--- src/rtl/rf_wport_arb.sv ---
// ============================================================================
// Module   : rf_wport_arb
// Brief    : Regfile write-port arbiter; WB has absolute priority, MDU results
//            queue in a 2-entry FIFO and drain into idle write slots.
//            Optional macro RF_ARB_STARVE_EN adds the starvation stall request.
// Revision : 1.0 - initial release
// ============================================================================
`default_nettype none

module rf_wport_arb #(
  parameter int STARVE_LIMIT = 4
) (
  input  logic        clk,
  input  logic        resetn,
  input  logic        wb_we,
  input  logic [4:0]  wb_waddr,
  input  logic [31:0] wb_wdata,
  input  logic        mdu_valid,
  output logic        mdu_ready,
  input  logic [4:0]  mdu_waddr,
  input  logic [31:0] mdu_wdata,
  output logic        rf_we,
  output logic [4:0]  rf_waddr,
  output logic [31:0] rf_wdata,
  output logic [31:0] busy_mask,
  output logic        stall_req
);

  logic [4:0]  r_addr [2];
  logic [31:0] r_data [2];
  logic [1:0]  r_live;
  logic        r_rd_ptr;
  logic        r_wr_ptr;
  logic [1:0]  r_count;

  logic        w_wb_cycle;
  logic        w_pop;
  logic        w_enq;
  logic [31:0] w_busy;

  assign w_wb_cycle = wb_we && (wb_waddr != 5'd0);
  assign w_pop      = !w_wb_cycle && (r_count != 2'd0);
  assign mdu_ready  = (r_count != 2'd2);
  // Address-0 results complete the handshake but never occupy a slot.
  assign w_enq      = mdu_valid && mdu_ready && (mdu_waddr != 5'd0);

  // Live flags are cleared on pop, so they alone mark live occupied slots.
  always_comb begin
    w_busy = '0;
    for (int i = 0; i < 2; i++) begin
      if (r_live[i]) w_busy[r_addr[i]] = 1'b1;
    end
  end
  assign busy_mask = {w_busy[31:1], 1'b0};

  always_ff @(posedge clk or negedge resetn) begin
    if (!resetn) begin
      for (int i = 0; i < 2; i++) begin
        r_addr[i] <= '0;
        r_data[i] <= '0;
      end
      r_live   <= '0;
      r_rd_ptr <= 1'b0;
      r_wr_ptr <= 1'b0;
      r_count  <= '0;
    end else begin
      // Kill only sees entries present at cycle start; a same-cycle enqueue
      // lands in an empty slot and is set live afterwards.
      for (int i = 0; i < 2; i++) begin
        if (w_wb_cycle && r_live[i] && (r_addr[i] == wb_waddr)) r_live[i] <= 1'b0;
      end
      if (w_pop) begin
        r_live[r_rd_ptr] <= 1'b0;
        r_rd_ptr         <= ~r_rd_ptr;
      end
      if (w_enq) begin
        r_addr[r_wr_ptr] <= mdu_waddr;
        r_data[r_wr_ptr] <= mdu_wdata;
        r_live[r_wr_ptr] <= 1'b1;
        r_wr_ptr         <= ~r_wr_ptr;
      end
      case ({w_enq, w_pop})
        2'b10:   r_count <= r_count + 2'd1;
        2'b01:   r_count <= r_count - 2'd1;
        default: r_count <= r_count;
      endcase
    end
  end

  always_ff @(posedge clk or negedge resetn) begin
    if (!resetn) begin
      rf_we    <= 1'b0;
      rf_waddr <= '0;
      rf_wdata <= '0;
    end else if (w_wb_cycle) begin
      rf_we    <= 1'b1;
      rf_waddr <= wb_waddr;
      rf_wdata <= wb_wdata;
    end else if (w_pop && r_live[r_rd_ptr]) begin
      rf_we    <= 1'b1;
      rf_waddr <= r_addr[r_rd_ptr];
      rf_wdata <= r_data[r_rd_ptr];
    end else begin
      rf_we    <= 1'b0;
    end
  end

`ifdef RF_ARB_STARVE_EN
  localparam logic [3:0] c_STARVE_LIMIT = 4'(STARVE_LIMIT);

  logic [3:0] r_starve_cnt;
  logic [3:0] w_starve_nxt;
  logic       r_stall;

  always_comb begin
    w_starve_nxt = r_starve_cnt;
    if (w_pop || (r_count == 2'd0)) w_starve_nxt = '0;
    else if (r_starve_cnt != 4'hF)  w_starve_nxt = r_starve_cnt + 4'd1;
  end

  // Stall is registered alongside the counter so it rises with the count.
  always_ff @(posedge clk or negedge resetn) begin
    if (!resetn) begin
      r_starve_cnt <= '0;
      r_stall      <= 1'b0;
    end else begin
      r_starve_cnt <= w_starve_nxt;
      r_stall      <= (w_starve_nxt >= c_STARVE_LIMIT);
    end
  end
  assign stall_req = r_stall;
`else
  assign stall_req = 1'b0;
`endif

endmodule

`default_nettype wire

--- config.mk ---
export PLATFORM = sky130hd
export DESIGN_NAME = rf_wport_arb
export DESIGN_NICKNAME = d
export VERILOG_FILES = /design/src/rtl/rf_wport_arb.sv
export SDC_FILE = /design/constraint.sdc
export NUM_CORES = 1
export LEC_CHECK = 0
export CAP_MARGIN = 25
export CORE_ASPECT_RATIO = 1.25
export CORE_MARGIN = 8
export CORE_UTILIZATION = 53
export DETAILED_ROUTE_END_ITERATION = 8
export MAX_ROUTING_LAYER = met4
export PLACE_DENSITY_LB_ADDON = 0.05
export SLEW_MARGIN = 30
export SYNTH_ARGS = -nofsm -noshare
export SYNTH_HDL_FRONTEND = slang
export SYNTH_SLANG_ARGS = --single-unit
--- constraint.sdc ---
create_clock -name clk -period 2.6 [get_ports clk]
set_input_delay 0.52 -clock clk [delete_from_list [all_inputs] [get_ports clk]]
set_output_delay 0.52 -clock clk [all_outputs]
set_load 0.02 [all_outputs]
Word-level counts from Yosys, hierarchy flattened:

Cells that the tools add are included.

* muxes and demuxes: 35
* reductions and logical operators: 20
* equal/unequal tests: 5
* bitwise logic cells: 8
* $add $sub $neg: 2
* magnitude comparators: 11

Operators with widths (count)
* 2-to-1 mux 32 bit: 8
* bitwise mux 64 bit: 1
* demux 32 bit (select 1 bit): 1
* OR 32 bit: 1
* 2-to-1 mux 5 bit: 6
* logical AND 1 bit: 14
* < comparator 5 x 6 -> 1 bit, second input constant: 2
* bitwise mux 10 bit: 1
* demux 1 bit (select 5 bit): 2
* == test 5 bit: 2
* greater-or-equal comparator 5 x 1 -> 1 bit, second input constant: 2
* 2-to-1 mux 1 bit: 10
* nonzero test 5 bit: 2
* nonzero test 2 bit: 3
* demux 5 bit (select 1 bit): 1
* greater-or-equal comparator 2 bit, second input constant: 2
* < comparator 1 x 2 -> 1 bit, second input constant: 2
* 2-to-1 mux 2 bit: 2
* NOT 1 -> 2 bit: 2
* one-hot mux 2 bit (2 select lines): 1
* adder 2 x 1 -> 2 bit, second input constant: 1
* bitwise AND 2 bit: 1
* demux 1 bit (select 1 bit): 2
* == test 2 x 1 -> 1 bit, second input constant: 1
* 9 further kinds: 11

* input bits: 78
* register bits after elaboration: 118
* logic and storage cells: 92
* output and inout port bits: 72

Depth between registers and ports, before layout:

Gate-level depths: netlist (run 1).

* depth after elaboration: 9
* depth in mapped cells: 8
* mapped depth without buffers: 7

Least setup slack after synthesis (run 1):

No wires, ideal clock.

* kind: input-to-reg
* start: input wb_waddr[1]
* end: register r_count[1]
* buffers on the path: 1
* setup time: 0.079 ns
* arrival time: 2.049 ns
* slack: 0.472 ns
* cell stages on the path: 7
* cell sequence: or4_1 > o21a_1 > buf_2 > nor2_1 > ha_1 > nor2_1 > xor2_1

* cells in the longest elaborated chain, start to end: 6
* elaborated cells between the ends (all ways): 8

RTL lines
* from (decl): RTL line 16 `input logic [4:0] wb_waddr,`
* nonzero test 5 bit *: RTL line 41 `assign w_wb_cycle = wb_we && (wb_waddr != 5'd0);`
* logical AND 1 bit *: RTL line 41
* logical NOT 1 bit *: RTL line 42 `assign w_pop = !w_wb_cycle && (r_count != 2'd0);`
* logical AND 1 bit *: RTL line 42
* named net w_pop: RTL line 37 `logic w_pop;`
* == test 2 x 1 -> 1 bit / == test 2 bit (equally long branches): RTL line 82 `case ({w_enq, w_pop})`
* one-hot mux 2 bit (2 select lines) / nonzero test 2 bit (equally long branches)
* to (signal assigned): RTL line 83 `2'b10: r_count <= r_count + 2'd1;`
* to (signal assigned): RTL line 84 `2'b01: r_count <= r_count - 2'd1;`
* to (signal assigned): RTL line 85 `default: r_count <= r_count;`
* to (decl): RTL line 34 `logic [1:0] r_count;`

The timed path passes the listed nets; every way through them passes the cells marked *.
A chain may end at the register's enable or synchronous reset.

Final worst setup path (run 1):

* start: register r_addr[6] (netlist bit)
* end: output busy_mask[29]

* cells in the longest elaborated chain, start to end: 7
* elaborated cells between the ends (all ways): 8

RTL lines
* from (decl): RTL line 29 `logic [4:0] r_addr [2];`
* from (signal, indexed assignment): RTL line 77 `r_addr[r_wr_ptr] <= mdu_waddr;`
* < comparator 5 x 6 -> 1 bit (implied by the code) / greater-or-equal comparator 5 x 1 -> 1 bit (equally long branches): RTL line 51 `if (r_live[i]) w_busy[r_addr[i]] = 1'b1;`
* logical AND 1 bit (implied by the code): RTL line 51
* 2-to-1 mux 1 bit (implied by the code): RTL line 51
* demux 1 bit (select 5 bit) *: RTL line 51
* 2-to-1 mux 32 bit *: RTL line 51
* OR 32 bit (no line)
* 2-to-1 mux 32 bit *: RTL line 51
* to (decl): RTL line 25 `output logic [31:0] busy_mask,`

Every way passes the cells marked *; elsewhere a longest branch is shown, timed or not.

==> reports/results.tsv, run 1 <==
stage	metric	value	unit
status	status	complete, no violations	
layout	multi_input_area	2641	sq um
grt	track_usage	0.2110	
grt	grt_overflow	0	
logic_synthesis	synth_edf_count	0	
worst_setup_path	path_cells	nand3b_1, buf_4, o22ai_1, clkdlybuf4s50_1	
layout	synthToLayoutAreaGrowth	40.56	%
floorplanning	die_h	132.8	um
timing	tightest_slew	0.9423	ns
placement	dp_slack	-0.07205	ns
cts	clkLatencyLatePin	0.40	ns
pwr	power-per-cell-area	1287	nW/um^2
logic_synthesis	ys_types	35	
logic_synthesis	yosys_warnings	0	
floorplanning	core_area	10620	sq um
cts	ctsLongestPathBuffers	2	
worst_setup_path	cp_slowest_cell	clkdlybuf4s50_1	
logic_synthesis	yosys-top-cells-area	dfrtp_1, mux2_2, mux2i_1	
timing	final-setup-viol-count	0	
worst_setup_path	cp_top_family	buffers and inverters	
worst_setup_path	cp-end-kind	output pin	
cts	cts_buffers	17	
layout	final_nets	717	
timing	period_share	0.9759	
placement	dp.cells	746	
worst_setup_path	crit_buf_inv	2	
grt	grt_antenna_before_repair	1	
timing	period_minus_slack	2.537	ns
routing	drcViolationCount	0	
logic_synthesis	synthTopCellsByCount	dfrtp_1, mux2_2, nand2_1, o21ai_0, mux2i_1	
logic_synthesis	syn_avg_cell_area	12.06	sq um
cts	hold_buffers	0	
timing	fmax	0.3941	GHz
worst_setup_path	cp_max_fo	8	
timing	maxSlewViolCount	0	
logic_synthesis	synth_largest_area_cell	dfrtp_1	
routing	dr.pass1.iters	4	
layout	stdcell_area	8134	sq um
worst_setup_path	slowest_delay	0.63	ns
layout	drive_above_1_share	0.2796	
pwr	comb_power_share	0.464	
placement	dpl.hpwl	10520	um
logic_synthesis	async_reset_ff_frac	1.000	
floorplanning	io_pins	150	
logic_synthesis	syn_area	5787	sq um
floorplanning	rows	42	
pwr	peakVddDrop	0.7053	mV
placement	place_congestion	0.8988	
worst_hold_path	hold_path.class	in -> async	
cts	root_buffer	clkbuf_16	
pwr	p_sw	3.613	mW
timing	fin_worst_skew	0.008194	ns
grt	grt_pass1_wl	23740	um
grt	grt_max_degree	71	
worst_setup_path	crit_arrival	2.02	ns
routing	num_vias	4364	
routing	drt-wirelength-per-cell	18.81	um
placement	placed_area	7498	sq um
flow_run	maxCapViolations	0	
pwr	power.share.clock	0.217	
logic_synthesis	yosysTopAreaCellShare	0.5103	
routing	drtIter0Drc	148	
pwr	p_int	6.853	mW
timing	max-slew-margin-rel	0.3703	
logic_synthesis	yosysSeqAreaShare	0.5103	
layout	fin_cells	784	
layout	num-fill-cells	730	
logic_synthesis	synthCells	480	
floorplanning	die_w	109.5	um
cts	clock_sinks	118	
pwr	p_leak	3.582	nW
grt	grt_pass1_vias	4769	
timing	hold_viol	0	
timing	worst_slack	0.06266	ns
logic_synthesis	synthFlopType	dfrtp_1	
worst_setup_path	required	2.08	ns
floorplanning	start_util	0.5451	
cts	cts_tree	done	
routing	drt-vias-per-instance	5.566	
floorplanning	die_area	14540	sq um
pwr	seqPwrFrac	0.319	
pwr	switching_share	0.3452	
routing	ant_nets	0	
timing	rsz0062_at_grt	no	
placement	port-buffer-count	147	
worst_setup_path	cp-start-kind	flop	
logic_synthesis	synth_most_common_cell	dfrtp_1	
cts	htreeDepth	4	
worst_setup_path	path_class	reg -> out	
routing	wl	14750	um
cts	cts.clk_slew.worst_paths	0.05	ns
layout	seq_area	2958	sq um
logic_synthesis	ys_ff_latch	118	
power groups by stage:
stage | sequential, mW | clock, mW | combinational, mW
finish | 3.34 | 2.27 | 4.85
global route | 3.46 | 2.40 | 5.23
CTS | 3.32 | 2.31 | 4.90
detailed placement | 3.33 | 0 | 4.88
global placement | 3.26 | 0 | 4.77
floorplan | 3.41 | 0 | 3.10
cell families (layout without fill, tap and decap cells):
family | after synthesis | in the layout | share of synthesized area
XOR/XNOR | 14 | 14 | 0.02119
flip-flops | 118 | 118 | 0.5103
buffers and inverters | 40 | 210 | 0.03892
AO/OA/AOI/OAI | 80 | 80 | 0.08022
AND/OR/NAND/NOR | 79 | 79 | 0.06854
other | 1 | 3 | 0.0006480
multiplexers | 147 | 147 | 0.2781
adder cells (fa/ha/maj) | 1 | 1 | 0.002162
flip-flops by register name, indices dropped and copies added (netlist names):
signal and cells:
rf_wdata 32, rf_we 1, r_rd_ptr 1, r_live 2, r_data 64, r_wr_ptr 1
r_count 2, r_addr 10, rf_waddr 5
final cells by class:
type	instances	area share
inverter	1	0.0004615
sequential	118	0.3636
clock inverter	8	0.01184
antenna	1	0.0003076
multi-input combinational	323	0.3247
tap	132	0.02030
timing repair buffer	177	0.2183
clock buffer	24	0.06045
placed cells by master (no fill, tap or decap), types with 5 or more instances in the layout:
cell / count
o22ai_1: 31
nand2_1: 42
nand3b_1: 10
buf_4: 24
o21ai_0: 41
dlymetal6s2s_1: 7
mux2_2: 107
mux2i_1: 37
dfrtp_1: 114
xor2_1: 5
clkbuf_16: 17
buf_12: 7
nor2_1: 7
clkdlybuf4s50_1: 119
dlygate4sd2_1: 19
xnor2_1: 9
path summary, 6_finish.rpt:
kind / slack [ns] / to / cells past startpoint / startpoint
hold reg to reg: 0.50 / r_data[59] / 1 / r_data[59]
max in group asynchronous: 1.82 / r_addr[7] / 2 / resetn
setup / recovery: 0.06 / busy_mask[29] / 4 / r_addr[6]
min in group clk: 0.50 / r_data[59] / 1 / r_data[59]
hold / removal: 0.13 / rf_wdata[0] / 1 / resetn
setup reg to reg: 0.31 / rf_wdata[6] / 5 / r_live[1]
metrics by stage:
| step | total power, mW | util | hold slack [ns] | setup TNS [ns] |
|---|---|---|---|---|
| finish | 10.47 | 0.7663 | 0.1253 | 0 |
| global route | 11.09 | 0.7663 | 0.1623 | 0 |
| CTS | 10.54 | 0.7621 | 0.1384 | 0 |
| detailed placement | 8.206 | 0.7064 | 0.4863 | -2.995 |
| global placement | 8.033 | 0.7064 | 0.4702 | -0.3106 |
| floorplan | 6.508 | - | 0.2244 | 0 |
metal layers:
layer	vias up	wire (um)	part of all wire	global-route usage
li1	2049	-	-	-
met2	144	7653	0.52	0.3509
met1	2159	6046	0.41	0.2415
met5	-	0	0	-
met4	0	161	0.011	0.06546
met3	12	888	0.060	0.05442
timing repair:
action / 4_1_cts / 5_1_grt
resized for setup: 22 / 11
setup buffers: 3 / 2
endpoints found under the setup margin: 27 / 13
Note: power is estimated with default switching activity, not from simulation.
==> inputs of run 2 (changes only) <==
--- a/config.mk
+++ b/config.mk
@@ -12,6 +12,7 @@
 export DETAILED_ROUTE_END_ITERATION = 8
 export MAX_ROUTING_LAYER = met4
 export PLACE_DENSITY_LB_ADDON = 0.05
+export SKIP_CTS_REPAIR_TIMING = 1
 export SLEW_MARGIN = 30
 export SYNTH_ARGS = -nofsm -noshare
 export SYNTH_HDL_FRONTEND = slang
==> run 2 against run 1 <==
  * Sequential share of layout area fell by 0.28 points
  * Combinational power is essentially flat
  * First-iteration DRC count up 16%
  * Clock-buffer cell count unchanged
  * Via count about the same
==> reports/results.tsv, run 2 (synthesis results as in run 1) <==
stage	metric	value	unit	change
status	status	complete, no violations		
routing	dr.pass1.iters	4		unchanged
cts	ctsLongestPathBuffers	2		unchanged
layout	fin_cells	782		-0.26%
grt	grt_pass1_wl	23710	um	-0.14%
worst_setup_path	crit_arrival	2.05	ns	+0.03 ns
floorplanning	start_util	0.5451		unchanged
layout	top_register	r_data		
layout	layout_commonest_cell	clkdlybuf4s50_1		
worst_setup_path	path_class	reg -> out		
routing	drcViolationCount	0		unchanged
worst_setup_path	required	2.08	ns	about the same
routing	ant_nets	0		unchanged
pwr	power-per-cell-area	1279	nW/um^2	-0.58%
layout	final_nets	715		-0.28%
grt	grt_antenna_before_repair	1		unchanged
floorplanning	core_area	10620	sq um	unchanged
layout	synthToLayoutAreaGrowth	41.60	%	
cts	clock_sinks	118		unchanged
worst_setup_path	cp-end-kind	output pin		
routing	drt-wirelength-per-cell	18.93	um	+0.62%
worst_setup_path	cp-start-kind	flop		
pwr	p_leak	3.865	nW	+7.9%
placement	dpl.hpwl	10520	um	unchanged
timing	tns	0	ns	unchanged
cts	htreeDepth	4		unchanged
placement	port-buffer-count	147		unchanged
timing	final-setup-viol-count	0		unchanged
worst_hold_path	hold_path.class	in -> async		
cts	cts_tree	done		
timing	period_minus_slack	2.571	ns	+0.03362 ns
timing	tightest_slew	0.9317	ns	-0.01062 ns
floorplanning	rows	42		unchanged
timing	worst_slack	0.02904	ns	-0.03362 ns
grt	track_usage	0.2105		-0.0005195
cts	root_buffer	clkbuf_16		
grt	grt_max_degree	71		unchanged
grt	grt_pass1_vias	4758		-0.23%
floorplanning	die_w	109.5	um	unchanged
cts	cts_buffers	17		unchanged
grt	grt_overflow	0		unchanged
layout	drive_above_1_share	0.2758		-0.003761
floorplanning	die_area	14540	sq um	unchanged
cts	cts.clk_slew.worst_paths	0.05	ns	about the same
flow_run	maxCapViolations	0		unchanged
routing	num_vias	4360		-0.092%
timing	max-slew-margin-rel	0.3774		+0.007094
timing	hold_viol	0		unchanged
timing	maxSlewViolCount	0		unchanged
timing	fmax	0.3890	GHz	-1.3%
floorplanning	io_pins	150		unchanged
worst_setup_path	cp_max_fo	8		unchanged
layout	mostFrequentLayoutCells	clkdlybuf4s50_1, dfrtp_1, mux2_2		
placement	place_congestion	0.8988		unchanged
placement	dp.cells	746		unchanged
timing	period_share	0.9888		+0.01293
layout	reg.largest.list	r_data (64), rf_wdata (32), r_addr (10)		
layout	num-fill-cells	716		-1.9%
timing	fin_worst_skew	0.007461	ns	-0.0007329 ns
pwr	peakVddDrop	0.7052	mV	about the same
routing	drt-vias-per-instance	5.575		+0.16%
routing	wl	14800	um	+0.36%
floorplanning	die_h	132.8	um	unchanged
routing	drtIter0Drc	172		+16%
timing	holdWs	0.1241	ns	-0.001199 ns
layout	largest_reg_flops	64		unchanged
placement	dp_slack	-0.07205	ns	unchanged
cts	clkLatencyLatePin	0.40	ns	about the same
-- run 2: changes by cell type in the layout (fill, tap and decap cells not counted) --
cell,previous run,this run
dfrtp_1,114,115
dlymetal6s2s_1,7,28
dlygate4sd2_1,19,0
buf_4,24,22
clkdlybuf4s15_1,1,0
dfrtp_2,4,3
clkdlybuf4s50_1,119,118
-- run 2: area by class of cell --
type	instances	area [sq um]	area share
Clock buffer	24	491.7	0.06001
Multi-Input combinational cell	323	2641	0.3223
Inverter	1	3.754	0.0004581
Timing Repair Buffer	175	1837	0.2242
Antenna cell	1	2.502	0.0003054
Clock inverter	8	96.34	0.01176
Sequential cell	118	2957	0.3608
Tap cell	132	165.2	0.02016
-- run 2: report_power, final --
group          switching (mW)  internal [mW]
Combinational            2.25           2.62
Clock                   0.769           1.51
Sequential              0.589           2.75
-- run 2: stage by stage --
stage	util	area [sq um]	total power, mW
after CTS	0.7618	8087	10.55
after global routing	0.7719	8194	11.11
final	0.7719	8194	10.48
after detailed placement	0.7064	7498	8.206
after floorplan	-	5791	6.508
after global placement	0.7064	7498	8.033
-- run 2: worst max-delay path, cell delays in order, from the launching register on --
cell and delay, ns:
dfrtp_1 0.46, nand3b_1 0.22, buf_4 0.19, o22ai_1 0.15
clkdlybuf4s50_1 0.63
-- run 2: final timing paths --
| path | from | to | slack, ns | cells past startpoint |
|---|---|---|---|---|
| max in group asynchronous | resetn | r_addr[7] | 1.82 | 2 |
| setup / recovery | r_addr[1] | busy_mask[29] | 0.03 | 4 |
| hold / removal | resetn | rf_wdata[0] | 0.12 | 1 |
| setup reg to reg | r_live[1] | rf_wdata[6] | 0.32 | 5 |
| min in group clk | r_data[59] | r_data[59] | 0.50 | 1 |
| hold reg to reg | r_data[59] | r_data[59] | 0.50 | 1 |
-- run 2: per-layer routing --
metal	up-vias	GRT usage	wire length, um
met5	-	-	0
met4	0	0.06396	196
met2	144	0.3496	7629
met3	19	0.05394	883
met1	2152	0.2421	6093
li1	2045	-	-
==> inputs of run 3 (changes only) <==
--- a/config.mk
+++ b/config.mk
@@ -5,6 +5,7 @@
 export SDC_FILE = /design/constraint.sdc
 export NUM_CORES = 1
 export LEC_CHECK = 0
+export ABC_AREA = 0
 export CAP_MARGIN = 25
 export CORE_ASPECT_RATIO = 1.25
 export CORE_MARGIN = 8
@@ -12,6 +13,7 @@
 export DETAILED_ROUTE_END_ITERATION = 8
 export MAX_ROUTING_LAYER = met4
 export PLACE_DENSITY_LB_ADDON = 0.05
+export SETUP_SLACK_MARGIN = 0.4
 export SKIP_CTS_REPAIR_TIMING = 1
 export SLEW_MARGIN = 30
 export SYNTH_ARGS = -nofsm -noshare
==> run 3 against run 2 <==
  * Fmax increased by 11%
  * Die area unchanged
  * Largest power group unchanged
  * Flip-flop and latch count unchanged
  * Highest routed layer unchanged
==> reports/results.tsv, run 3 (synthesis results as in run 1) <==
stage	metric	value	unit	change
worst_setup_path	cp-end-kind	output pin		
worst_setup_path	r2r-start	r_count[0]		
layout	largest_reg_flops	64		unchanged
routing	drcViolationCount	0		unchanged
timing	period_minus_slack	2.321	ns	-0.2498 ns
worst_setup_path	crit_arrival	1.80	ns	-0.25 ns
timing	holdWs	0.1287	ns	+0.004635 ns
routing	num_vias	4481		+2.8%
grt	grt_pass1_wl	23710	um	unchanged
floorplanning	io_pins	150		unchanged
routing	dr.pass1.iters	4		unchanged
timing	period_share	0.8928		-0.09606
worst_setup_path	required	2.08	ns	about the same
cts	cts_buffers	17		unchanged
placement	dp.cells	746		unchanged
timing	hold_viol	0		unchanged
routing	wl	15820	um	+6.9%
placement	port-buffer-count	147		unchanged
cts	clock_sinks	118		unchanged
pwr	p_leak	3.619	nW	-6.4%
layout	top_register	r_data		
layout	reg.largest.list	r_data (64), rf_wdata (32), r_addr (10)		
grt	grt_pass1_vias	4758		unchanged
layout	final_nets	728		+1.8%
flow_run	maxCapViolations	0		unchanged
timing	fmax	0.4308	GHz	+11%
placement	place_congestion	0.8988		unchanged
timing	final-setup-viol-count	0		unchanged
grt	track_usage	0.2105		unchanged
layout	num-fill-cells	693		-3.2%
pwr	power-per-cell-area	1306	nW/um^2	+2.1%
routing	drtIter0Drc	156		-9.3%
layout	mostFrequentLayoutCells	clkdlybuf4s50_1, dfrtp_1, mux2_2		
placement	dpl.hpwl	10520	um	unchanged
layout	layout_commonest_cell	clkdlybuf4s50_1		
pwr	peakVddDrop	0.7246	mV	+2.8%
timing	fin_worst_skew	0.007646	ns	+0.0001857 ns
floorplanning	die_area	14540	sq um	unchanged
grt	grt_max_degree	71		unchanged
layout	stdcell_area	8334	sq um	+1.7%
routing	ant_nets	0		unchanged
status	status	complete, no violations		
worst_setup_path	r2r_cells	5		unchanged
worst_setup_path	cp-start-kind	flop		
routing	drt-wirelength-per-cell	19.90	um	+5.1%
worst_hold_path	hold_path.class	in -> async		
layout	synthToLayoutAreaGrowth	44.02	%	
routing	drt-vias-per-instance	5.636		+1.1%
worst_setup_path	cp_max_fo	7		-1
floorplanning	core_area	10620	sq um	unchanged
worst_setup_path	reg2reg_to	rf_wdata[6]		
placement	placed_area	7498	sq um	unchanged
floorplanning	die_w	109.5	um	unchanged
timing	rsz0062_at_grt	yes		
floorplanning	start_util	0.5451		unchanged
floorplanning	die_h	132.8	um	unchanged
cts	cts.clk_slew.worst_paths	0.05	ns	about the same
cts	cts_tree	done		
cts	root_buffer	clkbuf_16		
cts	ctsLongestPathBuffers	2		unchanged
grt	grt_antenna_before_repair	1		unchanged
layout	drive_above_1_share	0.3656		+0.08975
floorplanning	rows	42		unchanged
cts	clkLatencyLatePin	0.40	ns	about the same
timing	tightest_slew	0.9164	ns	-0.01533 ns
cts	htreeDepth	4		unchanged
timing	maxSlewViolCount	0		unchanged
timing	max-slew-margin-rel	0.3884		+0.01104
worst_setup_path	path_class	reg -> out		
grt	grt_overflow	0		unchanged
worst_setup_path	ff2ff_setup_slack	0.43	ns	+0.11 ns
layout	fin_cells	795		+1.7%
[run 3: metal layers]
metal,up-vias,track usage,part of all wire
met2,139,0.3496,0.52
met3,13,0.05394,0.055
met5,-,-,0
li1,2079,-,-
met1,2250,0.2421,0.42
met4,0,0.06396,0.0096
[run 3: critical path, stage by stage (launching register included)]
cell and delay, ns:
dfrtp_2 0.44, or3b_4 0.47, buf_4 0.17, o22ai_2 0.17
buf_4 0.16
[run 3: power breakdown]
| group | leakage (nW) | switching (mW) | total [mW] | internal [mW] |
|---|---|---|---|---|
| logic | 1.94 | 2.46 | 5.25 | 2.79 |
| registers | 1.39 | 0.599 | 3.36 | 2.76 |
| clock network | 0.290 | 0.769 | 2.28 | 1.51 |
[run 3: area by class of cell]
class | instances | area, sq um | share of cell area
diodes | 1 | 2.502 | 0.0003003
multi-input cells | 324 | 2754 | 0.3304
clock buffers | 24 | 491.7 | 0.05900
inverters | 1 | 3.754 | 0.0004504
well taps | 132 | 165.2 | 0.01982
clock inverters | 8 | 96.34 | 0.01156
flip-flops and latches | 118 | 2965 | 0.3558
repair buffers | 187 | 1856 | 0.2226
[run 3: worst max-delay path by stage]
| stage | startpoint | end | slack, ns |
|---|---|---|---|
| finish | r_addr[6] | busy_mask[16] | 0.28 |
| global route | r_addr[6] | busy_mask[12] | 0.21 |
| CTS | r_addr[7] | busy_mask[5] | -0.19 |
| detailed placement | mdu_waddr[0] | r_data[40] | -0.07 |
| global placement | mdu_waddr[0] | r_data[44] | -0.02 |
| floorplan | wb_waddr[1] | r_count[1] | 0.47 |
[run 3: metrics by stage]
step           power (mW)    util  setup WS, ns  TNS, ns
6_report            10.88  0.7851        0.2788        0
5_1_grt             11.50  0.7851        0.2132        0
4_1_cts             10.55  0.7618       -0.1895   -2.799
3_5_place_dp        8.206  0.7064      -0.07205   -2.995
3_3_place_gp        8.033  0.7064      -0.01557  -0.3106
2_1_floorplan       6.508       -        0.4721        0
